==> src/rtl/order_gen.sv <==
`default_nettype none
// =============================================================================
// order_gen : debounced key press -> pseudo-random order -> show-ahead FIFO
// Revision  : 1.0
// =============================================================================
module order_gen #(
   parameter int          DEBOUNCE_CYCLES = 32,
   parameter int          FIFO_DEPTH      = 4,
   parameter int          PRICE_W         = 4,
   parameter int          QTY_W           = 3,
   parameter int          ID_W            = 8,
   parameter logic [15:0] LFSR_SEED       = 16'hACE1
) (
   input  logic                          CLOCK_50,
   input  logic                          resetn,
   input  logic                          key_n,
   output logic                          order_valid,
   input  logic                          order_ready,
   output logic                          order_side,
   output logic [PRICE_W-1:0]            order_price,
   output logic [QTY_W-1:0]              order_qty,
   output logic [ID_W-1:0]               order_id,
   output logic [$clog2(FIFO_DEPTH):0]   fifo_count,
   output logic [7:0]                    drop_count
);

   localparam int              c_AW       = $clog2(FIFO_DEPTH);
   localparam int              c_CW       = c_AW + 1;
   localparam int              c_DW       = (DEBOUNCE_CYCLES > 1) ? $clog2(DEBOUNCE_CYCLES) : 1;
   localparam int              c_EW       = 1 + PRICE_W + QTY_W + ID_W;
   localparam logic [c_CW-1:0] c_FULL     = c_CW'(FIFO_DEPTH);
   localparam logic [c_DW-1:0] c_DB_LAST  = c_DW'(DEBOUNCE_CYCLES - 1);
   localparam logic [15:0]     c_TAPS     = 16'hB400;

   logic                r_sync1;
   logic                r_key_s;
   logic                r_stable;
   logic                r_stable_d;
   logic [c_DW-1:0]     r_db_cnt;
   logic [15:0]         r_lfsr;
   logic [ID_W-1:0]     r_id;
   logic [c_EW-1:0]     r_mem [FIFO_DEPTH];
   logic [c_AW-1:0]     r_wr_ptr;
   logic [c_AW-1:0]     r_rd_ptr;
   logic [c_CW-1:0]     r_count;
   logic [7:0]          r_drops;

   logic                w_press;
   logic                w_pop;
   logic                w_full;
   logic                w_push;
   logic                w_drop;
   logic [QTY_W-1:0]    w_qty_raw;
   logic [QTY_W-1:0]    w_qty;
   logic [c_EW-1:0]     w_entry;

   // Key path: two-flop synchronizer, then a level is accepted only after it
   // has differed from the current stable level for DEBOUNCE_CYCLES samples.
   always_ff @(posedge CLOCK_50) begin
      if (!resetn) begin
         r_sync1    <= 1'b1;
         r_key_s    <= 1'b1;
         r_stable   <= 1'b1;
         r_stable_d <= 1'b1;
         r_db_cnt   <= '0;
      end else begin
         r_sync1    <= key_n;
         r_key_s    <= r_sync1;
         r_stable_d <= r_stable;
         if (r_key_s == r_stable) begin
            r_db_cnt <= '0;
         end else if (r_db_cnt == c_DB_LAST) begin
            r_stable <= r_key_s;
            r_db_cnt <= '0;
         end else begin
            r_db_cnt <= r_db_cnt + c_DW'(1);
         end
      end
   end

   assign w_press = r_stable_d & ~r_stable;

   always_ff @(posedge CLOCK_50) begin
      if (!resetn) begin
         r_lfsr <= LFSR_SEED;
      end else begin
         r_lfsr <= (r_lfsr >> 1) ^ (r_lfsr[0] ? c_TAPS : 16'h0000);
      end
   end

   assign w_qty_raw = r_lfsr[PRICE_W+QTY_W:PRICE_W+1];
   assign w_qty     = (w_qty_raw == '0) ? QTY_W'(1) : w_qty_raw;
   assign w_entry   = {r_lfsr[0], r_lfsr[PRICE_W:1], w_qty, r_id};

   // Fullness is evaluated after a same-cycle pop so a press on a full FIFO
   // that is being drained still gets in.
   assign w_pop  = (r_count != '0) & order_ready;
   assign w_full = (r_count == c_FULL) & ~w_pop;
   assign w_push = w_press & ~w_full;
   assign w_drop = w_press & w_full;

   always_ff @(posedge CLOCK_50) begin
      if (w_push) begin
         r_mem[r_wr_ptr] <= w_entry;
      end
   end

   always_ff @(posedge CLOCK_50) begin
      if (!resetn) begin
         r_wr_ptr <= '0;
         r_rd_ptr <= '0;
         r_count  <= '0;
         r_id     <= '0;
         r_drops  <= '0;
      end else begin
         if (w_push) begin
            r_wr_ptr <= r_wr_ptr + c_AW'(1);
            r_id     <= r_id + ID_W'(1);
         end
         if (w_pop) begin
            r_rd_ptr <= r_rd_ptr + c_AW'(1);
         end
         r_count <= r_count + c_CW'(w_push) - c_CW'(w_pop);
         if (w_drop && (r_drops != 8'hFF)) begin
            r_drops <= r_drops + 8'd1;
         end
      end
   end

   assign order_valid = (r_count != '0);
   assign {order_side, order_price, order_qty, order_id} = r_mem[r_rd_ptr];
   assign fifo_count  = r_count;
   assign drop_count  = r_drops;

endmodule
`default_nettype wire

==> config.mk <==
export PLATFORM = sky130hd
export DESIGN_NAME = order_gen
export DESIGN_NICKNAME = d
export VERILOG_FILES = /design/src/rtl/order_gen.sv
export SDC_FILE = /design/constraint.sdc
export NUM_CORES = 1
export LEC_CHECK = 0
export ABC_CLOCK_PERIOD_IN_PS = 2700
export BUFFER_PORTS_ARGS = -buffer_cell sky130_fd_sc_hd__buf_2
export CORE_MARGIN = 3
export CORE_UTILIZATION = 59
export DETAILED_ROUTE_END_ITERATION = 6
export PLACE_DENSITY = 0.78
export SYNTH_ARGS = -nofsm -noshare
export SYNTH_HDL_FRONTEND = slang
export SYNTH_SLANG_ARGS = --single-unit
==> constraint.sdc <==
create_clock -name CLOCK_50 -period 2.7 [get_ports CLOCK_50]
set_clock_uncertainty 0.1 [all_clocks]
set_input_delay 0.54 -clock CLOCK_50 [delete_from_list [all_inputs] [get_ports CLOCK_50]]
set_output_delay 0.54 -clock CLOCK_50 [all_outputs]
set_load 0.03 [all_outputs]
# Yosys cells after proc, flatten, opt, wreduce, memory -nomap -nowiden
# Memories as Yosys holds them, arrays and structs flattened. A register that Yosys moved wholly into a read port is not among the register bits.
# Index checks and enable logic that the tools add are counted.
[totals]
reg_bits = 48
out_inout_bits = 28
in_bits = 4
n_memories = 1
latchBits = 0
wordCells = 45
ram_bits = 64
mem_bits_ro = 0
[op_classes]
eq_ne = 4
order_cmp = 0
shift = 0
add_sub_neg = 7
reduce_logical = 5
mux = 6
n_div = 0
bitwise = 11
mul = 0
[memory_table]
columns = ["memory", "depth", "word_bits", "rd", "rd_ports_with_merged_regs", "write_ports", "line", "source"]
rows = [
  ["r_mem", 4, 16, 1, 1, 1, "42", "logic [c_EW-1:0] r_mem [FIFO_DEPTH];"],
]
[op_table]
columns = ["cell", "count"]
rows = [
  ["$add A8 B1 Y8 const B", 2],
  ["$mux W16", 1],
  ["$xor A15 B16 Y16", 1],
  ["$ne A8 B8 Y1 const B", 1],
  ["$add A5 B1 Y5 const B", 1],
  ["$and A1 B1 Y1", 5],
  ["$eq A5 B5 Y1 const B", 1],
  ["$not A1 Y1", 5],
  ["$add A2 B1 Y2 const B", 2],
  ["$mux W2", 2],
  ["$add A3 B1 Y3", 1],
  ["$eq A3 B3 Y1 const B", 1],
  ["$logic_not A3 Y1", 1],
  ["$mux W3", 1],
  ["$reduce_bool A3 Y1", 1],
  ["$reduce_or A3 Y1", 1],
  ["$sub A3 B1 Y3", 1],
  ["$mux W1", 2],
  ["$reduce_and A2 Y1", 1],
  ["$eq A1 B1 Y1", 1],
  ["$logic_and A1 B1 Y1", 1],
]

# Logic depth before layout (Yosys ltp)
[depth]
ltp_word = 8
ltp_mapped = 9
mapped_depth_nobuf = 8

# Least setup slack after synthesis
# OpenSTA, ideal clock, no wires.
[synth_path]
path_type = "register to register"
start = "reg r_count[2] (netlist: fifo_count[2])"
end = "reg r_count[2] (netlist: fifo_count[2])"
stages_incl_launch_ff = 10
t_required_ns = 2.472
setup_time_ns = 0.128
period_less_slack_ns = 2.481
arrival_time_ns = 2.253
path_buffers = 1
setup_slack_ns = 0.219
cell_sequence = "dfxtp_1 -> or4b_4 -> buf_6 -> nand2_1 -> o21ai_1 -> ha_1 -> fa_1 -> xnor2_1 -> xnor2_1 -> nor2_1"
[synth_between]
elab_chain_len = 8
elab_cells_between_ends = 9
cone_classes = "add/sub (2); eq/ne (1); bitwise (5); reduce/logical (1)"
[synth_lines]
columns = ["item", "line", "source"]
rows = [
  ["start: declaration", "45", "logic [c_CW-1:0] r_count;"],
  ["start signal: assignment", "123", "r_count <= r_count + c_CW'(w_push) - c_CW'(w_pop);"],
  ["$reduce_bool A3 Y1", "97", "assign w_pop = (r_count != '0) & order_ready;"],
  ["$and A1 B1 Y1", "97", ""],
  ["$not A1 Y1", "98", "assign w_full = (r_count == c_FULL) & ~w_pop;"],
  ["$and A1 B1 Y1", "98", ""],
  ["$not A1 Y1", "99", "assign w_push = w_press & ~w_full;"],
  ["$and A1 B1 Y1", "99", ""],
  ["$add A3 B1 Y3", "123", ""],
  ["$sub A3 B1 Y3 *", "123", ""],
]
# Every way passes the cells marked *; elsewhere a longest branch is shown, timed or not.
# A chain may end at the register's enable or synchronous reset.

==> out/results.tsv <==
stage	metric	value	unit
critical_path	crit-path leading delay family	multiplexers	
critical_path	type of origin of the critical path	flop	
die	placeable core area	6940	µm²
critical_path	worst reg-to-reg path cell count	8	
die	Rows	30	
global_routing	vias in the first global route	2377	
yosys	cell area after synthesis	4300	µm²
pwr	leakage power	1.91	nW
run_status	status	finished clean	
yosys	largest family of logic cells by synthesized area	simple AND/OR/NAND/NOR gates	
detailed_routing	Routed Wire Length	7.29	mm
global_routing	Overflow after GRT	0	
global_routing	initial antenna violation count	0	
critical_path	Buf/Inv on CP	2	
timing	min Tclk post-route	2.52	ns
cells_and_area	nets	345	
yosys	#FFs+latches synth	114	
global_routing	GRT Overall Usage	20.0	%
hold_path	class of the worst hold path	in2reg	
cells_and_area	count of non-filler cells in the finished layout	440	
die	Initial Util	61.9	%
cells_and_area	fillers	421	
yosys	Syn Area/Cell	14.9	µm²
placement	setup slack at placement	0.138	ns
clock_network	CTS max path bufs	2	
yosys	simple-gate portion of the synthesized area	11.3	%
die	die area	8340	µm²
clock_network	CTS tree	yes	
pwr	maximum VDD drop	0.455	mV
detailed_routing	DR iter-0 viols	148	
critical_path	Worst R2R Start	fifo_count[1]	
critical_path	Worst Path Arrival	1.88	ns
critical_path	endpoint of the worst register-to-register path	fifo_count[2]	
timing	FMAX	0.397	GHz
timing	final worst slack	0.182	ns
timing	fin. max-slew vios	0	
timing	Least-Margin Pin Slew	0.840	ns
timing	final setup TNS	0	ns
critical_path	slowest CP cell	mux4_2	
placement	placed cell count	408	
placement	RePlAce Congestion	0.806	
cells_and_area	commonest cells after routing, fill and taps aside	edfxtp_1, dfxtp_1, buf_2	
detailed_routing	# DRC	0	
timing	Fin. Hold Viols	0	
placement	post-DP HPWL	4.19	mm
timing	Setup Viol. Count Final	0	
yosys	complex-gate fraction of the synthesized area	2.97	%
yosys	Distinct cells, synth	39	
clock_network	post_cts resized	0	
die	Die Wd	91.4	µm
die	Die H	91.4	µm
yosys	syn nets	302	
yosys	Seq/Total Area, Yosys	68.0	%
yosys	xor/xnor share of the synthesized area	4.08	%
clock_network	H-tree depth	4	
critical_path	CP max FO	16	
die	I/O Pins	32	
timing	RSZ-0062 raised after global routing	no	
placement	# port buffers	31	
critical_path	critical path depth	3	
cells_and_area	share of layout cells above drive strength 1	25.3	%
yosys	Cells after Synth	288	
detailed_routing	vias	2428	
yosys	post-synthesis mux area share	8.62	%
clock_network	Clk Latency, worst-skew pair	0.51	ns
timing	worst rel slew slack	44.0	%
detailed_routing	Pre-antenna DRT Iters	4	
global_routing	largest net degree at the start of global routing	25	
clock_network	Root Driver	clkbuf_8	
critical_path	CP required	2.06	ns
clock_network	clock sink count	114	
clock_network	CTS Buf Count	17	
detailed_routing	DR vias/cell	5.52	
critical_path	Worst Setup End Kind	output pin	
critical_path	critical-path cell list	buf_4 -> mux4_2 -> buf_2	
cells_and_area	fin util	75.1	%
critical_path	R2R setup slack	0.35	ns
flow_run	max-cap viol count	0	
timing	crit share post-route	93.3	%
cells_and_area	Area Overhead vs Synth	21.3	%
critical_path	WS Path Type	reg2out	
yosys	adder-cell share of the synthesized area	3.09	%
pwr	pwr/cell area	984	nW/µm²
critical_path	Critical path destination	order_id[6]	
cells_and_area	antenna cells	0	
cells_and_area	commonest non-fill, non-tap cell in the layout	edfxtp_1	
detailed_routing	final antenna-violating net count	0	
yosys	Syn. warnings	0	
clock_network	Reg clk slew, reported paths	0.06	ns
detailed_routing	drt wl/cell	16.6	µm
critical_path	crit-path max cell delay	0.56	ns
global_routing	first-pass GRT wire length	12.3	mm
clock_network	hold_buf cts	0	
clock_network	Setup Buffers After CTS	0	
-- area by class of cell --
type                       count  area (µm²)  share of cell area (%)
inverter                       7        26.3                   0.504
clock buffer                  17         414                    7.95
multi-input combinational    154        1290                    24.8
sequential                   114        2920                    56.1
timing repair buffer          37         200                    3.84
clock inverter                15         238                    4.56
tap                           96         120                    2.30
-- routing by layer --
| layer | up-vias | routed length [µm] | global-route usage (%) |
|---|---|---|---|
| met5 | - | 0 | 0 |
| li1 | 1149 | - | - |
| met1 | 1203 | 3170 | 25.1 |
| met3 | 10 | 317 | 7.13 |
| met4 | 0 | 116 | 8.92 |
| met2 | 66 | 3690 | 31.3 |
-- state kept, by name, summed over array words and instances, names as in the netlist, named ones only --
name	cells
r_stable	1
r_db_cnt	5
fifo_count	3
r_rd_ptr	2
r_key_s	1
r_lfsr	16
r_stable_d	1
r_sync1	1
r_mem	64
drop_count	8
r_id	8
r_wr_ptr	2
-- cells by family after synthesis --
group                      count (synthesis)
AOI/OAI and AO/OA                         18
xor gates and xnor gates                  20
adders and majority gates                 10
buffers and inverters                     20
DFF                                      114
muxes                                     17
and+or+nand+nor                           89
-- per-stage QoR --
stage / cell area (µm²) / hold WS [ns] / power, mW
after CTS: 5210 / 0.0968 / 5.18
after floorplan: 4300 / 0.286 / 2.56
final: 5210 / 0.121 / 5.13
after global placement: 4560 / 0.292 / 2.71
after global routing: 5210 / 0.103 / 5.32
after detailed placement: 4560 / 0.302 / 2.73
-- synthesized netlist by cell type --
cell        n  share of area [%]
nor2_1     22                1.9
a31oi_1     3               0.44
o21a_1      1               0.17
dfxtp_1    50                 23
clkbuf_1   10               0.87
and4_1      2               0.41
or4b_4      1               0.32
nor4b_4     1               0.55
nor2b_1     1               0.15
inv_1       7               0.61
and2_1      9                1.3
o31a_1      1               0.20
o21bai_1    1               0.17
o21ai_1     2               0.23
a2111oi_0   1               0.20
a211o_1     1               0.20
xnor2_1    15                3.1
edfxtp_1   64                 45
mux2i_1     1               0.23
mux4_2     16                8.4
nor4_1      3               0.44
ha_1        9                2.6
xor2_1      5                1.0
nand2b_1   10                1.5
o31ai_1     1               0.17
nand2_1    12                1.0
nor3_1      4               0.47
buf_2       1               0.12
nand3_1     9                1.0
or3_1       3               0.44
and3_1      8                1.2
fa_1        1               0.47
a21oi_1     4               0.47
buf_1       1              0.087
a2111oi_2   1               0.35
a211oi_1    2               0.35
buf_6       1               0.26
nor2_2      1               0.15
nand4_1     3               0.44
-- where the power goes --
part           total [mW]  switching (mW)  internal (mW)  leakage [nW]
logic               0.753           0.440          0.313         0.594
registers            1.94          0.0589           1.88          1.01
clock network        2.44           0.762           1.68         0.309
-- how the worst min path moves through the flow --
stage / start / end / slack (ns) / depth (start not counted)
after floorplan: r_sync1 / r_key_s / 0.29 / 1
after global placement: r_lfsr[8] / r_lfsr[7] / 0.29 / 1
after detailed placement: r_lfsr[12] / r_lfsr[11] / 0.30 / 1
after CTS: key_n / r_sync1 / 0.1 / 2
after global routing: key_n / r_sync1 / 0.10 / 2
final: key_n / r_sync1 / 0.12 / 2
(Power assumes the default switching activity.)
